--- config.mk ---
export PLATFORM = sky130hd
export DESIGN_NAME = match_priority_resolver_flat
export DESIGN_NICKNAME = d
export VERILOG_FILES = /design/src/rtl/match_priority_resolver_pkg.sv /design/src/rtl/match_priority_resolver_if.sv /design/src/rtl/match_priority_resolver_cmp2.sv /design/src/rtl/match_priority_resolver.sv /design/src/flat_wrapper.sv
export SDC_FILE = /design/constraint.sdc
export NUM_CORES = 1
export LEC_CHECK = 0
export CORE_ASPECT_RATIO = 2
export CORE_MARGIN = 4
export CORE_UTILIZATION = 45
export DETAILED_ROUTE_END_ITERATION = 12
export PLACE_DENSITY = 0.68
export SLEW_MARGIN = 25
export SYNTH_ARGS = -nofsm -noshare
export SYNTH_HDL_FRONTEND = slang
export SYNTH_SLANG_ARGS = --single-unit
--- constraint.sdc ---
create_clock -name clk -period 6.85 [get_ports clk]
set_input_delay 1.0275 -clock clk [delete_from_list [all_inputs] [get_ports clk]]
set_output_delay 1.0275 -clock clk [all_outputs]
set_load 0.01 [all_outputs]
--- src/rtl/match_priority_resolver_pkg.sv ---
// Package match_priority_pkg: shared types and the candidate compare rule for
// the match/priority resolver.
//   RULE_ID_W   width of one rule ID (lower value = higher priority)
//   CANDS       candidates per lane
//   LANES       number of input lanes
//   SRC_W       width of {lane, slot} source tag
//   cand_t      {hit, id, src} candidate record carried through the reduction tree
//   cand_better returns 1 when candidate a should win over candidate b
package match_priority_pkg;

   localparam int RULE_ID_W = 14;
   localparam int CANDS     = 8;
   localparam int LANES     = 2;
   localparam int SRC_W     = 4;

   typedef struct packed {
      logic                 hit;
      logic [RULE_ID_W-1:0] id;
      logic [SRC_W-1:0]     src;
   } cand_t;

   // Unmatched candidates carry id=0/src=0, so a pair of misses resolves to
   // an all-zero record no matter which side is picked.
   // src = {lane, slot}, so comparing src on equal IDs gives both the
   // lower-slot and the lane1-first tie rules.
   function automatic logic cand_better(input cand_t a, input cand_t b);
      if (a.hit != b.hit) return a.hit;
      if (a.id != b.id) return a.id < b.id;
      return a.src <= b.src;
   endfunction

endpackage

--- src/rtl/match_priority_resolver_if.sv ---
// Interface match_priority_resolver_if: two-lane match/priority bus in, resolved
// result handshake out.
//   rule_pri_in1/2   CANDS packed rule IDs per lane (slot k = bits [k*RULE_ID +: RULE_ID])
//   match_flag_in1/2 per-slot match flags
//   data_valid_in1/2 lane qualifiers
//   res_rule_id, res_hit, res_src, res_valid  FIFO head toward the action stage
//   res_ready        downstream accept
//   fifo_afull       result FIFO almost full
//   drop_pulse       one-cycle pulse when a result was lost to a full FIFO
// modport master: upstream/downstream environment; modport slave: the resolver.
interface match_priority_resolver_if
   import match_priority_pkg::*;
#(
   parameter int RULE_ID = RULE_ID_W,
   parameter int NCANDS  = CANDS
);

   logic [NCANDS*RULE_ID-1:0] rule_pri_in1;
   logic [NCANDS-1:0]         match_flag_in1;
   logic                      data_valid_in1;
   logic [NCANDS*RULE_ID-1:0] rule_pri_in2;
   logic [NCANDS-1:0]         match_flag_in2;
   logic                      data_valid_in2;
   logic [RULE_ID-1:0]        res_rule_id;
   logic                      res_hit;
   logic [SRC_W-1:0]          res_src;
   logic                      res_valid;
   logic                      res_ready;
   logic                      fifo_afull;
   logic                      drop_pulse;

   modport master (
      output rule_pri_in1, match_flag_in1, data_valid_in1,
      output rule_pri_in2, match_flag_in2, data_valid_in2,
      output res_ready,
      input  res_rule_id, res_hit, res_src, res_valid, fifo_afull, drop_pulse
   );

   modport slave (
      input  rule_pri_in1, match_flag_in1, data_valid_in1,
      input  rule_pri_in2, match_flag_in2, data_valid_in2,
      input  res_ready,
      output res_rule_id, res_hit, res_src, res_valid, fifo_afull, drop_pulse
   );

endinterface

--- src/rtl/match_priority_resolver_cmp2.sv ---
// Module pri_cmp2: registered 2->1 candidate compare cell.
//   clk, rst  clock and asynchronous active-high reset (valid only)
//   a, b      candidates; a is always the lower {lane, slot} side
//   vld_in    stage valid in
//   y         registered winner
//   vld_out   registered stage valid
module pri_cmp2
   import match_priority_pkg::*;
(
   input  logic  clk,
   input  logic  rst,
   input  cand_t a,
   input  cand_t b,
   input  logic  vld_in,
   output cand_t y,
   output logic  vld_out
);

   always_ff @(posedge clk or posedge rst) begin
      if (rst) vld_out <= 1'b0;
      else     vld_out <= vld_in;
   end

   always_ff @(posedge clk) begin
      y <= cand_better(a, b) ? a : b;
   end

endmodule

--- src/rtl/match_priority_resolver.sv ---
// Module match_priority_resolver: reduces 2 lanes x 8 candidates to the
// lowest matched rule ID and queues each result in a first-word-fall-through
// FIFO toward the action stage.
//   clk          rising-edge clock
//   RST          asynchronous active-high reset
//   bus          match_priority_resolver_if.slave (lane inputs, result handshake)
//   stat_*_cnt   32-bit saturating hit/miss/drop counters, present only when
//                MATCH_PRIORITY_STATS_EN is defined
// Latency: inputs sampled on edge 1 appear at the FIFO head after edge 5
// (S1..S4 compare registers, then the FIFO write).
module match_priority_resolver
   import match_priority_pkg::*;
#(
   parameter int RULE_ID    = RULE_ID_W,
   parameter int FIFO_DEPTH = 4
) (
   input  logic clk,
   input  logic RST,
   match_priority_resolver_if.slave bus
`ifdef MATCH_PRIORITY_STATS_EN
   ,
   output logic [31:0] stat_hit_cnt,
   output logic [31:0] stat_miss_cnt,
   output logic [31:0] stat_drop_cnt
`endif
);

   localparam int PTR_W = $clog2(FIFO_DEPTH);
   localparam int CNT_W = PTR_W + 1;

   cand_t leaf [LANES][CANDS];
   logic  vld_p0;

   // Leaves: a slot only matches when its lane is qualified; misses are zeroed.
   always_comb begin
      for (int k = 0; k < CANDS; k++) begin
         leaf[0][k] = '0;
         leaf[1][k] = '0;
         if (bus.data_valid_in1 && bus.match_flag_in1[k]) begin
            leaf[0][k].hit = 1'b1;
            leaf[0][k].id  = bus.rule_pri_in1[k*RULE_ID +: RULE_ID];
            leaf[0][k].src = SRC_W'(k);
         end
         if (bus.data_valid_in2 && bus.match_flag_in2[k]) begin
            leaf[1][k].hit = 1'b1;
            leaf[1][k].id  = bus.rule_pri_in2[k*RULE_ID +: RULE_ID];
            leaf[1][k].src = SRC_W'(CANDS + k);
         end
      end
   end

   assign vld_p0 = bus.data_valid_in1 | bus.data_valid_in2;

   cand_t c_p1 [LANES][CANDS/2];
   cand_t c_p2 [LANES][CANDS/4];
   cand_t c_p3 [LANES];
   cand_t c_p4;
   logic [LANES-1:0][CANDS/2-1:0] vc_p1;
   logic [LANES-1:0][CANDS/4-1:0] vc_p2;
   logic [LANES-1:0]              vc_p3;
   logic vld_p1, vld_p2, vld_p3, vld_p4;

   // Every cell of a stage sees the same valid, so the AND is just that valid.
   assign vld_p1 = &vc_p1;
   assign vld_p2 = &vc_p2;
   assign vld_p3 = &vc_p3;

   for (genvar l = 0; l < LANES; l++) begin : g_lane
      // S1: 8 -> 4
      for (genvar j = 0; j < CANDS/2; j++) begin : g_s1
         pri_cmp2 u_cmp (.clk(clk), .rst(RST), .a(leaf[l][2*j]), .b(leaf[l][2*j+1]),
                         .vld_in(vld_p0), .y(c_p1[l][j]), .vld_out(vc_p1[l][j]));
      end
      // S2: 4 -> 2
      for (genvar j = 0; j < CANDS/4; j++) begin : g_s2
         pri_cmp2 u_cmp (.clk(clk), .rst(RST), .a(c_p1[l][2*j]), .b(c_p1[l][2*j+1]),
                         .vld_in(vld_p1), .y(c_p2[l][j]), .vld_out(vc_p2[l][j]));
      end
      // S3: 2 -> 1
      pri_cmp2 u_s3 (.clk(clk), .rst(RST), .a(c_p2[l][0]), .b(c_p2[l][1]),
                     .vld_in(vld_p2), .y(c_p3[l]), .vld_out(vc_p3[l]));
   end

   // S4: lane merge, lane1 on the a side so it wins ties
   pri_cmp2 u_s4 (.clk(clk), .rst(RST), .a(c_p3[0]), .b(c_p3[1]),
                  .vld_in(vld_p3), .y(c_p4), .vld_out(vld_p4));

   // Result FIFO (first-word-fall-through)
   cand_t            mem [FIFO_DEPTH];
   cand_t            head;
   logic [PTR_W-1:0] wr_ptr, rd_ptr;
   logic [CNT_W-1:0] count;
   logic             full, pop, push_ok, drop, drop_r;

   assign full    = (count == CNT_W'(FIFO_DEPTH));
   assign pop     = bus.res_valid & bus.res_ready;
   // A pop in the same cycle frees the slot, so a full FIFO still accepts.
   assign push_ok = vld_p4 & (~full | pop);
   assign drop    = vld_p4 & full & ~pop;

   always_ff @(posedge clk or posedge RST) begin
      if (RST) begin
         wr_ptr <= '0;
         rd_ptr <= '0;
         count  <= '0;
         drop_r <= 1'b0;
      end else begin
         if (push_ok) wr_ptr <= wr_ptr + 1'b1;
         if (pop)     rd_ptr <= rd_ptr + 1'b1;
         count  <= count + CNT_W'(push_ok) - CNT_W'(pop);
         drop_r <= drop;
      end
   end

   always_ff @(posedge clk) begin
      if (push_ok) mem[wr_ptr] <= c_p4;
   end

   assign head            = mem[rd_ptr];
   assign bus.res_valid   = (count != '0);
   // Gate with valid so reset and empty always present an all-zero result.
   assign bus.res_hit     = bus.res_valid & head.hit;
   assign bus.res_rule_id = bus.res_valid ? head.id  : '0;
   assign bus.res_src     = bus.res_valid ? head.src : '0;
   assign bus.fifo_afull  = (count >= CNT_W'(FIFO_DEPTH - 1));
   assign bus.drop_pulse  = drop_r;

`ifdef MATCH_PRIORITY_STATS_EN
   function automatic logic [31:0] sat_inc(input logic [31:0] v);
      return (v == '1) ? v : v + 32'd1;
   endfunction

   always_ff @(posedge clk or posedge RST) begin
      if (RST) begin
         stat_hit_cnt  <= '0;
         stat_miss_cnt <= '0;
         stat_drop_cnt <= '0;
      end else begin
         if (push_ok &&  c_p4.hit) stat_hit_cnt  <= sat_inc(stat_hit_cnt);
         if (push_ok && !c_p4.hit) stat_miss_cnt <= sat_inc(stat_miss_cnt);
         if (drop)                 stat_drop_cnt <= sat_inc(stat_drop_cnt);
      end
   end
`endif

endmodule

--- src/flat_wrapper.sv ---
// flat-port wrapper written by rule: the top's interface ports become plain ports
module match_priority_resolver_flat import match_priority_pkg::*;
#(
   parameter int RULE_ID    = RULE_ID_W,
   parameter int FIFO_DEPTH = 4
)
  (clk, RST, bus_rule_pri_in1, bus_match_flag_in1, bus_data_valid_in1, bus_rule_pri_in2, bus_match_flag_in2, bus_data_valid_in2, bus_res_ready, bus_res_rule_id, bus_res_hit, bus_res_src, bus_res_valid, bus_fifo_afull, bus_drop_pulse);
  match_priority_resolver_if #(.RULE_ID(RULE_ID), .NCANDS(8)) bus_i ();
  input  logic clk;
  input  logic RST;
  input wire logic [$bits(bus_i.rule_pri_in1)-1:0] bus_rule_pri_in1;
  input wire logic [$bits(bus_i.match_flag_in1)-1:0] bus_match_flag_in1;
  input wire logic [$bits(bus_i.data_valid_in1)-1:0] bus_data_valid_in1;
  input wire logic [$bits(bus_i.rule_pri_in2)-1:0] bus_rule_pri_in2;
  input wire logic [$bits(bus_i.match_flag_in2)-1:0] bus_match_flag_in2;
  input wire logic [$bits(bus_i.data_valid_in2)-1:0] bus_data_valid_in2;
  input wire logic [$bits(bus_i.res_ready)-1:0] bus_res_ready;
  output wire logic [$bits(bus_i.res_rule_id)-1:0] bus_res_rule_id;
  output wire logic [$bits(bus_i.res_hit)-1:0] bus_res_hit;
  output wire logic [$bits(bus_i.res_src)-1:0] bus_res_src;
  output wire logic [$bits(bus_i.res_valid)-1:0] bus_res_valid;
  output wire logic [$bits(bus_i.fifo_afull)-1:0] bus_fifo_afull;
  output wire logic [$bits(bus_i.drop_pulse)-1:0] bus_drop_pulse;
  assign bus_i.rule_pri_in1 = bus_rule_pri_in1;
  assign bus_i.match_flag_in1 = bus_match_flag_in1;
  assign bus_i.data_valid_in1 = bus_data_valid_in1;
  assign bus_i.rule_pri_in2 = bus_rule_pri_in2;
  assign bus_i.match_flag_in2 = bus_match_flag_in2;
  assign bus_i.data_valid_in2 = bus_data_valid_in2;
  assign bus_i.res_ready = bus_res_ready;
  assign bus_res_rule_id = bus_i.res_rule_id;
  assign bus_res_hit = bus_i.res_hit;
  assign bus_res_src = bus_i.res_src;
  assign bus_res_valid = bus_i.res_valid;
  assign bus_fifo_afull = bus_i.fifo_afull;
  assign bus_drop_pulse = bus_i.drop_pulse;
  match_priority_resolver #(.RULE_ID(RULE_ID), .FIFO_DEPTH(FIFO_DEPTH)) u_core (.clk(clk), .RST(RST), .bus(bus_i));
endmodule
---- After elaboration in Yosys (flattened, before gate mapping) ----
Memories as Yosys holds them, arrays and structs flattened.
Cells that the tools add are included.
storage, ports and cells
  flip-flop bits (word level) ............. 297
  RAM bits ................................ 76
  bits of input ports ..................... 245
  output and inout bits ................... 22
  logic and storage cells ................. 286
  memories ................................ 1
memory list
  memory      depth  width  read ports  clocked after memory_dff  wr ports  RTL line                       source
  u_core.mem  4      19     1           0                         1         match_priority_resolver.sv:89  cand_t mem [FIFO_DEPTH];
operators by class
  $add $sub $neg .......................... 4
  $lt $le $gt $ge ......................... 31
  eq/ne operators ......................... 31
  multiplexer cells ....................... 140
  bitwise logic cells ..................... 9
  reductions and logical operators ........ 17
operators with widths
  operator               number
  $mux W19               31
  $lt A14 B14 Y1         15
  $ne A14 B14 Y1         15
  $mux W1                107
  $le A4 B4 Y1           15
  $logic_and A1 B1 Y1    16
  $ne A1 B1 Y1           15
  $mux W14               1
  $and A1 B1 Y1          5
  $add A2 B1 Y2 const B  2
  $mux W4                1
  $add A3 B1 Y3          1
  $eq A3 B3 Y1 const B   1
  $ge A3 B2 Y1 const B   1
  $reduce_bool A3 Y1     1
  $sub A3 B1 Y3          1
  $not A1 Y1             2
  $or A1 B1 Y1           2

---- Logic depth before layout (Yosys ltp) ----
  word-level depth ........................ 8
  gate-level depth with buffers ........... 14
  depth with buffers taken out ............ 10

---- Cells and area by module ----
A second synthesis with hierarchy kept.
second synthesis, totals
  cell total of the unflattened synthesis .. 2042
  area, all modules ....................... 21665.8 µm²
modules (own cells, without submodules)
  module                                          instances  cells each  area each (µm²)  sequential area each (µm²)
  pri_cmp2 at u_core.g_lane[0].g_s1[0].u_cmp ...  12         106         1098.6           405.4
  match_priority_resolver                         1          450         5038.6           2482.4
  pri_cmp2 at u_core.g_lane[1].u_s3 ...           2          106         1139.8           405.4
  pri_cmp2 at u_core.g_lane[0].g_s1[1].u_cmp      1          108         1164.9           405.4

---- Least setup slack after synthesis ----
OpenSTA, ideal clock, no wires.
  kind .................................... input port to flip-flop
  start point ............................. in bus_data_valid_in1
  end point ............................... reg u_core.g_lane[0].g_s1[3].u_cmp.y[4] (netlist name)
  setup time .............................. 0.123 ns
  data arrival time ....................... 3.688 ns
  required time ........................... 6.727 ns
  setup slack ............................. 3.039 ns
  stages .................................. 13
  buffers on the path ..................... 4
  cells stage by stage .................... clkbuf_1 and2_1 clkbuf_1 clkbuf_1 nand2_1 ha_1 a21o_1 a21oi_1 o221ai_1 a2111oi_4 o22a_1 buf_2 o22ai_1
between the ends
  cells in the longest elaborated chain, start to end .. 8
  elaborated cells on any way between the ends .. 16
  those cells by class .................... order compare: 2; eq/ne: 2; mux: 10; reduce/logical: 2
RTL lines
  what                                                    RTL line                            source
  start, declared                                         flat_wrapper.sv:13                  input wire logic [$bits(bus_i.data_valid_in1)-1:0] bus_data_valid_in1;
  branches (longest 7 deep; another with $lt A14 B14 Y1)  --
  $mux W19 (*)                                            match_priority_resolver_cmp2.sv:25  y <= cand_better(a, b) ? a : b;
  end signal, assigned                                    match_priority_resolver_cmp2.sv:25
  end, declared                                           match_priority_resolver_cmp2.sv:15  output cand_t y,
Mark *: on every way between the ends. The select of a mux whose other input is x is not followed.
A chain may end at the register's enable or synchronous reset.

---- Worst setup path after layout ----
  start point ............................. in bus_data_valid_in1
  end point ............................... reg u_core.g_lane[0].g_s1[2].u_cmp.y[11] (netlist name)
between the ends
  cells in the longest elaborated chain, start to end .. 8
  elaborated cells on any way between the ends .. 16
  those cells by class .................... order compare: 2; eq/ne: 2; mux: 10; reduce/logical: 2
RTL lines
  what                                                    RTL line
  branches (longest 7 deep; another with $lt A14 B14 Y1)  --
  $mux W19 (*)                                            match_priority_resolver_cmp2.sv:25
  end signal, assigned                                    match_priority_resolver_cmp2.sv:25
  end, declared                                           match_priority_resolver_cmp2.sv:15
Marks and branches as above.

==> run metrics <==
final wirelength 51.6 mm; Startpoint Class primary input; pwr/cell area 317 nW/um^2; Via Count around 15000; Max rail drop VDD between 0.1 and 0.15 mV; clock root buffer clkbuf_16; endpoint class of the critical path flip-flop; register bit total from synthesis ~340; largest cells by area after synthesis dfxtp_1 (27%), ha_1 (16%), edfxtp_1 (12%); GR Util met2 46.7%; Slew HR 30.5%; worst hold-check path type reg2reg; first-pass GRT wire length 79.1 mm; hpwl dp 43.1 mm; GR met1 Demand/Resource 19.8%; Syn-to-layout area delta 22.0%; Total Neg Setup Slack 0 ns; gr ovfl total 0; largest net degree at the start of global routing 49; ys async rst share between 3 and 4%; Cell variety after synth 78; Final #Nets 2574; initial antenna violation count 0; Ys Warns 0; DRT antenna net count 0; TritonRoute pass-1 iters 5; Final Hold Vio Count 0; Clock Skews 0.00844 ns; CTS resizes 0; Worst EP required just over 7 ns; mean area per synthesized cell around 10 sq um; Finish-stage setup viols 0; GR peak layer met2; Remaining DRCs 0; Max Root-Sink Buffers 3; Post-Syn Instances 1863; cell area after synthesis 18600 sq um; largest area contributor in the netlist dfxtp_1; clk_lat worst skew 0.56 ns; # IOs 267; WL per Instance a little under 20 um; Worst Path Arrival 5.07 ns; Max Fclk 0.215 GHz; Synth top area share 27.0%; CP max-delay cell a2111oi_4; pre-CTS setup slack 1.68 ns; Rows 105; die extent in x 152 um; status complete, no violations; Final Max Tran Viols 0; hold buffers post-CTS 0; fill cell total of the finished layout 3706; Crit Path Class in2reg; GP Congestion around 0.91; ys flop type dfxtp_1; PnR worst setup slack 2.21 ns; P_leak 9.79 nW; Post-CTS Setup Repair Bufs 0; Reg clk slew, reported paths 0.06 ns; Buf/Inv on CP 2; CTS tree yes; layout cell share with drive strength beyond 1 between 9 and 10%; RSZ-0062 raised after global routing no; sequential element share of the synthesized area 40.9%; cell chain of the critical path clkdlybuf4s50_1, buf_4, and2_1, nand2_1, ha_1, a21o_1, a21oi_1, o221ai_1, a2111oi_4, o22a_1, o21ai_0; slew of the pin with the lowest slew margin 1.04 ns; n_diodes 0; total track usage between 20% and 30%; Critical Path Fanout Max 48; final critical-path required period 4.64 ns; Max Cap Viol 0; number of flops mapped to enable cells by yosys 76; CP delay by family, top compound AO/OA/AOI/OAI gates; vias per cell 5.53; crit-path max cell delay about 0.8 ns; PortBufs 266; post-synthesis net count 2350; Die H 295 um; CTS Buf Count 30; CTS Sinks ~340; initial core utilization approximately 45%; grt met3 use roughly 2%; core outline area 41000 sq um; vias in the first global route 15666; Tcrit/Tclk final around 68%; die area approximately 45000 sq um; # H-tree levels 1; initial DRC count 523
registers in the layout, summed over array words and instances, names as in the netlist:
signal                            flops
u_core.u_s4.y                        19
u_core.g_lane.u_s3.vld_out            1
u_core.u_s4.vld_out                   1
u_core.g_lane.g_s1.u_cmp.vld_out      1
u_core.rd_ptr                         2
u_core.g_lane.g_s1.u_cmp.y          128
u_core.bus.drop_pulse                 1
u_core.g_lane.g_s2.u_cmp.vld_out      1
u_core.mem                           76
u_core.g_lane.u_s3.y                 36
u_core.count                          3
u_core.g_lane.g_s2.u_cmp.y           68
u_core.wr_ptr                         2
through the flow:
stage	utilization, %	cells	instance area [sq um]	hold WS [ns]	power, W
finish	55.3	2646	22700	0.349	0.00719
global route	55.3	2646	22700	0.356	0.00764
CTS	55.3	2645	22700	0.350	0.00726
detailed placement	52.7	2589	21600	0.335	0.00547
global placement	52.7	2588	21600	0.334	0.00538
floorplan	-	1863	18600	0.331	0.00455
cell families after synthesis:
| family | share of synthesized area, % |
|---|---|
| AO/OA/AOI/OAI | 14.4 |
| buffers and inverters | 5.59 |
| adder cells (fa/ha/maj) | 16.4 |
| AND/OR/NAND/NOR | 13.2 |
| XOR/XNOR | 0.188 |
| flip-flops | 40.9 |
| multiplexers | 9.21 |
Yosys cell counts (26+ instances only):
cell type,count
edfxtp_1,76
and3_1,96
a21o_1,34
nand4_1,32
nand2_1,177
and2_1,43
inv_1,184
clkbuf_1,59
ha_1,241
mux2_2,98
o21ai_0,156
a21oi_1,69
dfxtp_1,251
a32o_1,26
nor2_1,50
cells in the final DEF (no fill, tap or decap), types with 13 or more instances in the layout:
master           instances
clkdlybuf4s50_1        265
dfxtp_1                251
ha_1                   241
inv_1                  184
nand2_1                177
o21ai_0                156
mux2_2                  98
and3_1                  96
edfxtp_1                76
a21oi_1                 69
nor2_1                  50
and2_1                  43
a21o_1                  34
nand4_1                 32
clkbuf_16               32
a32o_1                  26
o22ai_1                 21
mux4_2                  19
nand2b_1                19
nor2b_1                 13
routing by layer:
metal	part of all wire, %	up-vias
met5	0	-
met1	31	6950
met3	3.1	148
met4	7.4	0
li1	-	7140
met2	59	398
power by group:
group	leakage [nW]	internal (W)	total [W]	switching [W]
Sequential	2.93	0.00254	0.00284	0.000296
Clock	0.495	0.00102	0.00177	0.000750
Combinational	6.37	0.00130	0.00257	0.00127
path summary, 6_finish.rpt:
| kind | start | cells after the start | slack, ns | end |
|---|---|---|---|---|
| worst max-delay path | bus_data_valid_in1 | 11 | 2.21 | u_core.g_lane[0].g_s1[2].u_cmp.y[11]$_DFF_P_ |
| min in group asynchronous | RST | 2 | 0.79 | u_core.g_lane[0].g_s1[0].u_cmp.vld_out$_DFF_PP0_ |
| max in group asynchronous | RST | 2 | 5.74 | u_core.count[2]$_DFF_PP0_ |
| worst min register to register | u_core.g_lane[0].g_s1[0].u_cmp.vld_out$_DFF_PP0_ | 0 | 0.35 | u_core.g_lane[0].g_s2[0].u_cmp.vld_out$_DFF_PP0_ |
| worst min-delay path | u_core.g_lane[0].g_s1[0].u_cmp.vld_out$_DFF_PP0_ | 0 | 0.35 | u_core.g_lane[0].g_s2[0].u_cmp.vld_out$_DFF_PP0_ |
| worst max register to register | u_core.g_lane[0].g_s1[1].u_cmp.y[17]$_DFF_P_ | 8 | 3.97 | u_core.g_lane[0].g_s2[0].u_cmp.y[17]$_DFF_P_ |
layout make-up:
| class | count | area (sq um) | area share, % |
|---|---|---|---|
| clock buffers | 38 | 837 | 3.69 |
| well taps | 535 | 669 | 2.95 |
| repair buffers | 271 | 2700 | 11.9 |
| inverters | 184 | 691 | 3.05 |
| clock inverters | 18 | 216 | 0.954 |
| flip-flops and latches | 339 | 7610 | 33.5 |
| multi-input cells | 1261 | 9960 | 43.9 |
No activity file was read; power rests on OpenSTA's default activity.
